### src/rtl/ped_button_conditioner_if.sv
// Pedestrian button bundle between the board pins / light controller and the conditioner.
// The master side drives raw buttons and walk acks; the slave side returns requests and debug levels.
interface ped_button_conditioner_if;
    logic nrth_ped_button;
    logic west_ped_button;
    logic nrth_walk_ack;
    logic west_walk_ack;
    logic nrth_ped_req;
    logic west_ped_req;
    logic nrth_press_pulse;
    logic west_press_pulse;
    logic debug_nrth_held;
    logic debug_west_held;

    modport master (
        output nrth_ped_button, west_ped_button, nrth_walk_ack, west_walk_ack,
        input  nrth_ped_req, west_ped_req, nrth_press_pulse, west_press_pulse,
        input  debug_nrth_held, debug_west_held
    );

    modport slave (
        input  nrth_ped_button, west_ped_button, nrth_walk_ack, west_walk_ack,
        output nrth_ped_req, west_ped_req, nrth_press_pulse, west_press_pulse,
        output debug_nrth_held, debug_west_held
    );
endinterface

### src/rtl/ped_button_conditioner.sv
// Synchronises, debounces and latches the two active-low pedestrian buttons into
// sticky crossing requests that are cleared by the light controller's walk acks.
module ped_button_channel #(
    parameter int DEBOUNCE_CYCLES = 1000000,
    parameter int CNT_W           = 20,
    parameter int SYNC_STAGES     = 2
) (
    input  logic clk_50_mhz,
    input  logic reset_n,
    input  logic button,
    input  logic walk_ack,
    output logic ped_req,
    output logic press_pulse,
    output logic held
);
    typedef enum logic [1:0] {IDLE, PRESS_WAIT, HELD, RELEASE_WAIT} state_t;

    state_t                 state;
    state_t                 state_next;
    logic [CNT_W-1:0]       count;
    logic [CNT_W-1:0]       count_next;
    logic [SYNC_STAGES-1:0] sync;
    logic                   btn_s;
    logic                   terminal;
    logic                   enter_held;

    // Synchroniser resets to "released" so a held button never registers without a full debounce.
    always_ff @(posedge clk_50_mhz or negedge reset_n) begin
        if (!reset_n) begin
            sync <= '1;
        end else begin
            sync <= {sync[SYNC_STAGES-2:0], button};
        end
    end

    assign btn_s    = sync[SYNC_STAGES-1];
    assign terminal = (count == CNT_W'(DEBOUNCE_CYCLES - 1));

    always_ff @(posedge clk_50_mhz or negedge reset_n) begin
        if (!reset_n) begin
            state       <= IDLE;
            count       <= '0;
            press_pulse <= 1'b0;
            ped_req     <= 1'b0;
        end else begin
            state       <= state_next;
            count       <= count_next;
            press_pulse <= enter_held;
            ped_req     <= enter_held | (ped_req & ~walk_ack);
        end
    end

    // Counter restarts on every state change, so it can only reach the terminal value once per wait.
    always_comb begin
        state_next = state;
        count_next = count;
        enter_held = 1'b0;
        case (state)
            IDLE: begin
                if (!btn_s) begin
                    state_next = PRESS_WAIT;
                    count_next = '0;
                end
            end
            PRESS_WAIT: begin
                if (btn_s) begin
                    state_next = IDLE;
                    count_next = '0;
                end else if (terminal) begin
                    state_next = HELD;
                    count_next = '0;
                    enter_held = 1'b1;
                end else begin
                    count_next = count + CNT_W'(1);
                end
            end
            HELD: begin
                if (btn_s) begin
                    state_next = RELEASE_WAIT;
                    count_next = '0;
                end
            end
            RELEASE_WAIT: begin
                if (!btn_s) begin
                    state_next = HELD;
                    count_next = '0;
                end else if (terminal) begin
                    state_next = IDLE;
                    count_next = '0;
                end else begin
                    count_next = count + CNT_W'(1);
                end
            end
            default: begin
                state_next = IDLE;
                count_next = '0;
            end
        endcase
    end

    assign held = (state == HELD) || (state == RELEASE_WAIT);
endmodule

module ped_button_conditioner #(
    parameter int DEBOUNCE_CYCLES = 1000000,
    parameter int CNT_W           = 20,
    parameter int SYNC_STAGES     = 2
) (
    input  logic                      clk_50_mhz,
    input  logic                      reset_n,
    ped_button_conditioner_if.slave   bus
);
    ped_button_channel #(
        .DEBOUNCE_CYCLES (DEBOUNCE_CYCLES),
        .CNT_W           (CNT_W),
        .SYNC_STAGES     (SYNC_STAGES)
    ) nrth_channel (
        .clk_50_mhz  (clk_50_mhz),
        .reset_n     (reset_n),
        .button      (bus.nrth_ped_button),
        .walk_ack    (bus.nrth_walk_ack),
        .ped_req     (bus.nrth_ped_req),
        .press_pulse (bus.nrth_press_pulse),
        .held        (bus.debug_nrth_held)
    );

    ped_button_channel #(
        .DEBOUNCE_CYCLES (DEBOUNCE_CYCLES),
        .CNT_W           (CNT_W),
        .SYNC_STAGES     (SYNC_STAGES)
    ) west_channel (
        .clk_50_mhz  (clk_50_mhz),
        .reset_n     (reset_n),
        .button      (bus.west_ped_button),
        .walk_ack    (bus.west_walk_ack),
        .ped_req     (bus.west_ped_req),
        .press_pulse (bus.west_press_pulse),
        .held        (bus.debug_west_held)
    );
endmodule

### src/flat_wrapper.sv
// flat-port wrapper written by rule: the top's interface ports become plain ports
module ped_button_conditioner_flat 
#(
    parameter int DEBOUNCE_CYCLES = 1000000,
    parameter int CNT_W           = 20,
    parameter int SYNC_STAGES     = 2
)
  (clk_50_mhz, reset_n, bus_nrth_ped_button, bus_west_ped_button, bus_nrth_walk_ack, bus_west_walk_ack, bus_nrth_ped_req, bus_west_ped_req, bus_nrth_press_pulse, bus_west_press_pulse, bus_debug_nrth_held, bus_debug_west_held);
  ped_button_conditioner_if bus_i ();
  input  logic clk_50_mhz;
  input  logic reset_n;
  input wire logic [$bits(bus_i.nrth_ped_button)-1:0] bus_nrth_ped_button;
  input wire logic [$bits(bus_i.west_ped_button)-1:0] bus_west_ped_button;
  input wire logic [$bits(bus_i.nrth_walk_ack)-1:0] bus_nrth_walk_ack;
  input wire logic [$bits(bus_i.west_walk_ack)-1:0] bus_west_walk_ack;
  output wire logic [$bits(bus_i.nrth_ped_req)-1:0] bus_nrth_ped_req;
  output wire logic [$bits(bus_i.west_ped_req)-1:0] bus_west_ped_req;
  output wire logic [$bits(bus_i.nrth_press_pulse)-1:0] bus_nrth_press_pulse;
  output wire logic [$bits(bus_i.west_press_pulse)-1:0] bus_west_press_pulse;
  output wire logic [$bits(bus_i.debug_nrth_held)-1:0] bus_debug_nrth_held;
  output wire logic [$bits(bus_i.debug_west_held)-1:0] bus_debug_west_held;
  assign bus_i.nrth_ped_button = bus_nrth_ped_button;
  assign bus_i.west_ped_button = bus_west_ped_button;
  assign bus_i.nrth_walk_ack = bus_nrth_walk_ack;
  assign bus_i.west_walk_ack = bus_west_walk_ack;
  assign bus_nrth_ped_req = bus_i.nrth_ped_req;
  assign bus_west_ped_req = bus_i.west_ped_req;
  assign bus_nrth_press_pulse = bus_i.nrth_press_pulse;
  assign bus_west_press_pulse = bus_i.west_press_pulse;
  assign bus_debug_nrth_held = bus_i.debug_nrth_held;
  assign bus_debug_west_held = bus_i.debug_west_held;
  ped_button_conditioner #(.DEBOUNCE_CYCLES(DEBOUNCE_CYCLES), .CNT_W(CNT_W), .SYNC_STAGES(SYNC_STAGES)) u_core (.clk_50_mhz(clk_50_mhz), .reset_n(reset_n), .bus(bus_i));
endmodule
### config.mk
export PLATFORM = sky130hd
export DESIGN_NAME = ped_button_conditioner_flat
export DESIGN_NICKNAME = d
export VERILOG_FILES = /design/src/rtl/ped_button_conditioner_if.sv /design/src/rtl/ped_button_conditioner.sv /design/src/flat_wrapper.sv
export SDC_FILE = /design/constraint.sdc
export NUM_CORES = 1
export LEC_CHECK = 0
export ABC_AREA = 0
export BUFFER_PORTS_ARGS = -buffer_cell sky130_fd_sc_hd__buf_2
export CORE_ASPECT_RATIO = 1.25
export CORE_MARGIN = 10
export CORE_UTILIZATION = 50
export CTS_BUF_LIST = sky130_fd_sc_hd__clkbuf_8
export CTS_CLUSTER_DIAMETER = 200
export DETAILED_ROUTE_END_ITERATION = 10
export GPL_TIMING_DRIVEN = 0
export PLACE_DENSITY = 0.8
export SKIP_LAST_GASP = 1
export SLEW_MARGIN = 25
export SYNTH_ARGS = -nofsm -noshare
export SYNTH_HDL_FRONTEND = slang
export SYNTH_SLANG_ARGS = --single-unit
### constraint.sdc
create_clock -name clk_50_mhz -period 1.95 [get_ports clk_50_mhz]
set_clock_uncertainty 0.2 [all_clocks]
set_input_delay 0.39 -clock clk_50_mhz [delete_from_list [all_inputs] [get_ports clk_50_mhz]]
set_output_delay 0.39 -clock clk_50_mhz [all_outputs]
set_load 0.03 [all_outputs]
* Yosys cells after proc, flatten, opt, wreduce, memory -nomap -nowiden
Index checks and enable logic that the tools add are counted.
Cells by class: add/sub/neg operators 2, equality and inequality tests 16, muxes and demuxes 32, bitwise gates (word level) 6, reductions and logical operators 8
Operator list (count):
- $mux 20 | 10
- $pmux 20 s4 | 2
- $add 20x1->20 const B | 2
- $eq 20x20->1 const B | 2
- $mux 2 | 12
- $pmux 2 s4 | 2
- $ne 3x3->1 const B | 4
- $eq 2x2->1 const B | 4
- $ne 2x2->1 const B | 4
- $reduce_and 4->1 | 2
- $mux 1 | 6
- $eq 2x1->1 const B | 2
- $logic_not 2->1 | 2
- $reduce_and 2->1 | 2
- $and 1x1->1 | 2
- $logic_or 1x1->1 | 2
- $not 1->1 | 2
- $or 1x1->1 | 2
Word-level totals: bits in registers 52, input port bits 6, output and inout bits 6, word-level logic and storage cells 74

* Logic depth before layout (Yosys ltp)
word-level depth 5, mapped depth 7, gate-level depth less buffers 6

* Hierarchy
From an unflattened synthesis, not the netlist that was laid out.
Unflattened totals: cells, all modules 274, area total of the unflattened synthesis 2690.1 µm²
Modules (own cells, without submodules):
- ped_button_channel | instances 2, cells each 137, area each 1345.0 µm², sequential area each 653.1 µm²

* Worst setup path after synthesis
Ideal clock, no wire load.
path type reg2reg, from register u_core.west_channel.count[11], to register u_core.west_channel.count[13], library setup time 118 ps, arrival 1810 ps, required time 1632 ps, slack -178 ps, stages on the path, launching flop included 7, path buffers 1, clock period less this slack 2128 ps, path through dfrtp_1 > or4b_4 > nor4_4 > a31o_4 > buf_6 > o21ai_1 > a21o_1
On the way: cells in the longest elaborated chain, start to end 4, elaborated cells between the ends (all ways) 6, classes of those cells 1 x add/sub; 1 x eq/ne; 4 x mux
RTL lines:
- from (decl) | line ped_button_conditioner.sv:20 | logic [CNT_W-1:0] count;
- from (signal assigned) | line ped_button_conditioner.sv:47 | count <= count_next;
- $add 20x1->20 / $eq 20x20->1 (equally long branches) | line ped_button_conditioner.sv:74, ped_button_conditioner.sv:91, ped_button_conditioner.sv:37
- $mux 20 (*) | line ped_button_conditioner.sv:69, ped_button_conditioner.sv:87
- $mux 20 (on tied branches) | line ped_button_conditioner.sv:84, ped_button_conditioner.sv:66
- $pmux 20 s4 (*) | line ped_button_conditioner.sv:58 | case (state)
Mark *: on every way between the ends. The rest lies on a longest branch, timed or not. A chain may end at the register's enable or synchronous reset.

* Worst setup path after layout
from register u_core.west_channel.count[12], to register u_core.west_channel.count[8]
On the way: cells in the longest elaborated chain, start to end 4, elaborated cells between the ends (all ways) 5, classes of those cells 1 x eq/ne; 4 x mux
RTL lines:
- $eq 20x20->1 (*) | line ped_button_conditioner.sv:37 | assign terminal = (count == CNT_W'(DEBOUNCE_CYCLES - 1));
- $mux 20 (*) | line ped_button_conditioner.sv:69, ped_button_conditioner.sv:87
- $mux 20 (on tied branches) | line ped_button_conditioner.sv:84, ped_button_conditioner.sv:66
- $pmux 20 s4 (*) | line ped_button_conditioner.sv:58
Marked as above.

==> reports/qor.txt <==
Outcome - complete, but fails checks
Failing checks - negative setup slack
Switch share - 40.1%
I/O Buffers - 11
Pwr dens - 983 mW/mm^2
Syn avg cell area - 9.06 um^2
CP cell instances - or4b_4 > nor4_4 > buf_4 > a31oi_4 > buf_6 > a22oi_2 > o31ai_1
Final cycle utilization of the critical path - 110%
FF/Latch Area - 0.00132 mm^2
Synth Cell Area - 0.00282 mm^2
Total I/O pin count - 12
Area grow syn2layout - 28.1%
Vias per cell - 6.42
Peak supply drop - 0.628 mV
Final min period - 2140 ps
FF-to-FF Start - u_core.west_channel.count[12]
Area of the multi-input gates - 0.00166 mm^2
Hold path startpoint - bus_nrth_walk_ack
Diode count - 0
Core area - 0.00544 mm^2
Initial antenna violation count - 0
Residual DRC - 0
CP arrival - 2140 ps
Slowest-stage cell, CP - or4b_4
Nets - 366
Total number of vias - 2714
Worst Hold Class - in -> reg
Detail Route Antenna Nets - 0
Detailed Route WL - 7.86 mm
Wire length per cell - 18.6 um
Slew Viols, Final - 0
Crit-path max FO - 5
Drt initial violations - 206
CP delay by family, top - simple AND/OR/NAND/NOR gates
Die height - 104 um
Crit path launch - u_core.west_channel.count[12]
Distinct cells, synth - 56
Clock buffer depth - 2
Clk pwr share - 18.3%
Reg clk slew, reported paths - 100 ps
Max Cap Violations - 0
Final WS setup - -192 ps
Leak pwr - 1.54 nW
WP buf/inv - 2
H-tree levels - 2
Register area share after synthesis - 46.4%
Achievable Freq - 467 MHz
Number of global-route vias before repair - 2653
FILL cells - 402
Setup TNS Final - -3100 ps
Root buffer cell - clkbuf_8
Combinational Power Share - 44.7%
Slew @ Worst Pin - 657 ps
Post-synth EDFFs - 0
Hpwl dp - 4.61 mm
Startpoint types - register
Seq cells post-synth - 52
CP peak stage delay - 550 ps
DRT Pass-1 Iters - 5
Die span in x - 87.1 um
Final Wtd Congestion - 0.920
TritonCTS buffer count - 5
Rows - 30
Final setup viols - 30
Yosys warns - 0
Kind of critical path - reg -> reg
Ys async rst share - 100%
Worst skew pair latency - 310 ps
Fin Hold WS - 59.0 ps
Gr usage total - 16.6%
CTS sink cnt - 52
TritonCTS clock tree - yes
RSZ-0062 raised after global routing - yes
Ys flop type - dfrtp_1
Max transition margin - 56.2%
Setup crit end kind - register
First-pass GRT wire length - 12.5 mm
Final hold vios - 0
Worst EP required - 1950 ps
Sequential power share - 37.0%
Die ar. - 0.00906 mm^2
Gate Count Post-Synth - 311
Syn nets - 319
Global route total overflow - 0
Share of cells above drive strength 1 - 31.5%
Starting Density - 51.8%
P_int - 2.13 mW
Switching pwr - 1.42 mW
Pin count of the biggest net entering global routing - 53
## synthesized netlist by cell type, drive strengths merged (2+ instances only)
cell type,number,area (um^2)
buf,6,42.5
ha,2,25.0
a21o,9,67.6
a22oi,2,20.0
dfrtp,48,1200
and2,3,18.8
o311ai,2,17.5
nand3,21,105
o2bb2ai,2,17.5
clkbuf,10,38.8
nor2,17,63.8
or2,3,18.8
xnor2,2,17.5
a32oi,3,26.3
inv,10,37.5
nor3b,4,30.0
or4,3,26.3
o21ai,33,169
o22ai,3,18.8
nor3,11,55.1
nand2b,3,18.8
o31ai,4,35.0
a22o,2,17.5
mux2i,3,30.0
and3,8,50.1
or3,7,43.8
dfstp,4,105
nand2,40,150
nor4,10,77.6
a21oi,9,48.8
nand4,13,87.6
a31oi,3,25.0
## cell usage in the layout (no fill, tap or decap), types with 4 or more instances in the layout
master / synthesis / routed
dfrtp_2: 0 / 8
buf_6: 2 / 8
nand4_1: 12 / 12
o21ai_1: 8 / 11
buf_2: 4 / 10
buf_4: 0 / 28
a21o_1: 9 / 9
a21oi_1: 8 / 6
nor3_1: 11 / 10
o21ai_0: 24 / 17
nor4_4: 1 / 5
nor2_1: 17 / 15
nor4_1: 9 / 4
and3_1: 8 / 7
or3_1: 7 / 6
dfstp_2: 4 / 4
dfrtp_1: 48 / 40
o21ai_2: 1 / 4
inv_1: 10 / 11
clkbuf_8: 0 / 7
nand3_1: 21 / 18
nand2_1: 40 / 36
## metal layers
metal	up-vias	share of wire, %	global-route usage, %
li1	1248	-	-
met1	1322	38	18.8
met2	116	54	28.7
met3	28	4.6	3.68
met4	0	3.3	7.08
met5	-	0	0
## metrics by stage
stage | total power, mW | setup slack (ps) | utilization [%] | area, um^2 | cells
2_1_floorplan | 2.08 | -62.7 | - | 2840 | 311
3_5_place_dp | 2.39 | -355 | 54.7 | 2980 | 386
6_report | 3.55 | -192 | 66.3 | 3610 | 423
5_1_grt | 3.75 | -249 | 66.3 | 3610 | 423
4_1_cts | 3.36 | -188 | 62.4 | 3390 | 413
3_3_place_gp | 2.36 | -295 | 54.6 | 2970 | 386
## layout make-up
type                            instances  share of cell area, %
Clock inverter                          2                  0.312
Timing Repair Buffer                   44                   9.08
Tap cell                               64                   2.22
Sequential cell                        52                   36.5
Multi-Input combinational cell        234                   45.9
Clock buffer                            6                   2.29
Buffer                                 11                   2.70
Inverter                               10                   1.04
## state kept, by name (all words and copies together), names as in the netlist, named ones only
name and count:
u_core.nrth_channel.sync 2, u_core.west_channel.sync 2, u_core.west_channel.state 1, u_core.nrth_channel.press_pulse 1, u_core.west_channel.count 20, u_core.nrth_channel.ped_req 1
u_core.west_channel.ped_req 1, u_core.nrth_channel.state 1, u_core.nrth_channel.count 20, u_core.west_channel.press_pulse 1
## worst paths after layout
check                      slack [ps]                       endpoint  cells past startpoint
max                              -190   u_core.west_channel.count[8]                      7
min                                60    u_core.nrth_channel.ped_req                      2
max reg2reg                      -190   u_core.west_channel.count[8]                      7
min reg2reg                       160    u_core.west_channel.sync[1]                      0
max in group asynchronous         620  u_core.nrth_channel.count[11]                      2
min in group asynchronous         440  u_core.nrth_channel.count[17]                      2
## repair_timing
item | in CTS | in global routing
hold endpoints to repair | 50 | 0
hold buffers | 3 | 0
pin swaps | 18 | 13
gates resized for setup | 49 | 24
setup endpoints to repair | 39 | 40
cloned | 2 | 1
setup buffers | 17 | 11
## cells by family after synthesis
kind of cell	after synthesis	synth area share, %
AO/OA/AOI/OAI	78	18.7
XOR/XNOR	2	0.622
multiplexers	3	1.07
adder cells (fa/ha/maj)	2	0.888
buffers and inverters	26	4.22
AND/OR/NAND/NOR	148	28.2
flip-flops	52	46.4
## power by group through the flow
stage	sequential [mW]	clock (mW)	combinational (mW)
global route	1.33	0.699	1.72
CTS	1.29	0.652	1.42
global placement	1.29	0	1.07
finish	1.31	0.651	1.59
floorplan	1.27	0	0.800
detailed placement	1.30	0	1.09
(Power assumes the default switching activity.)
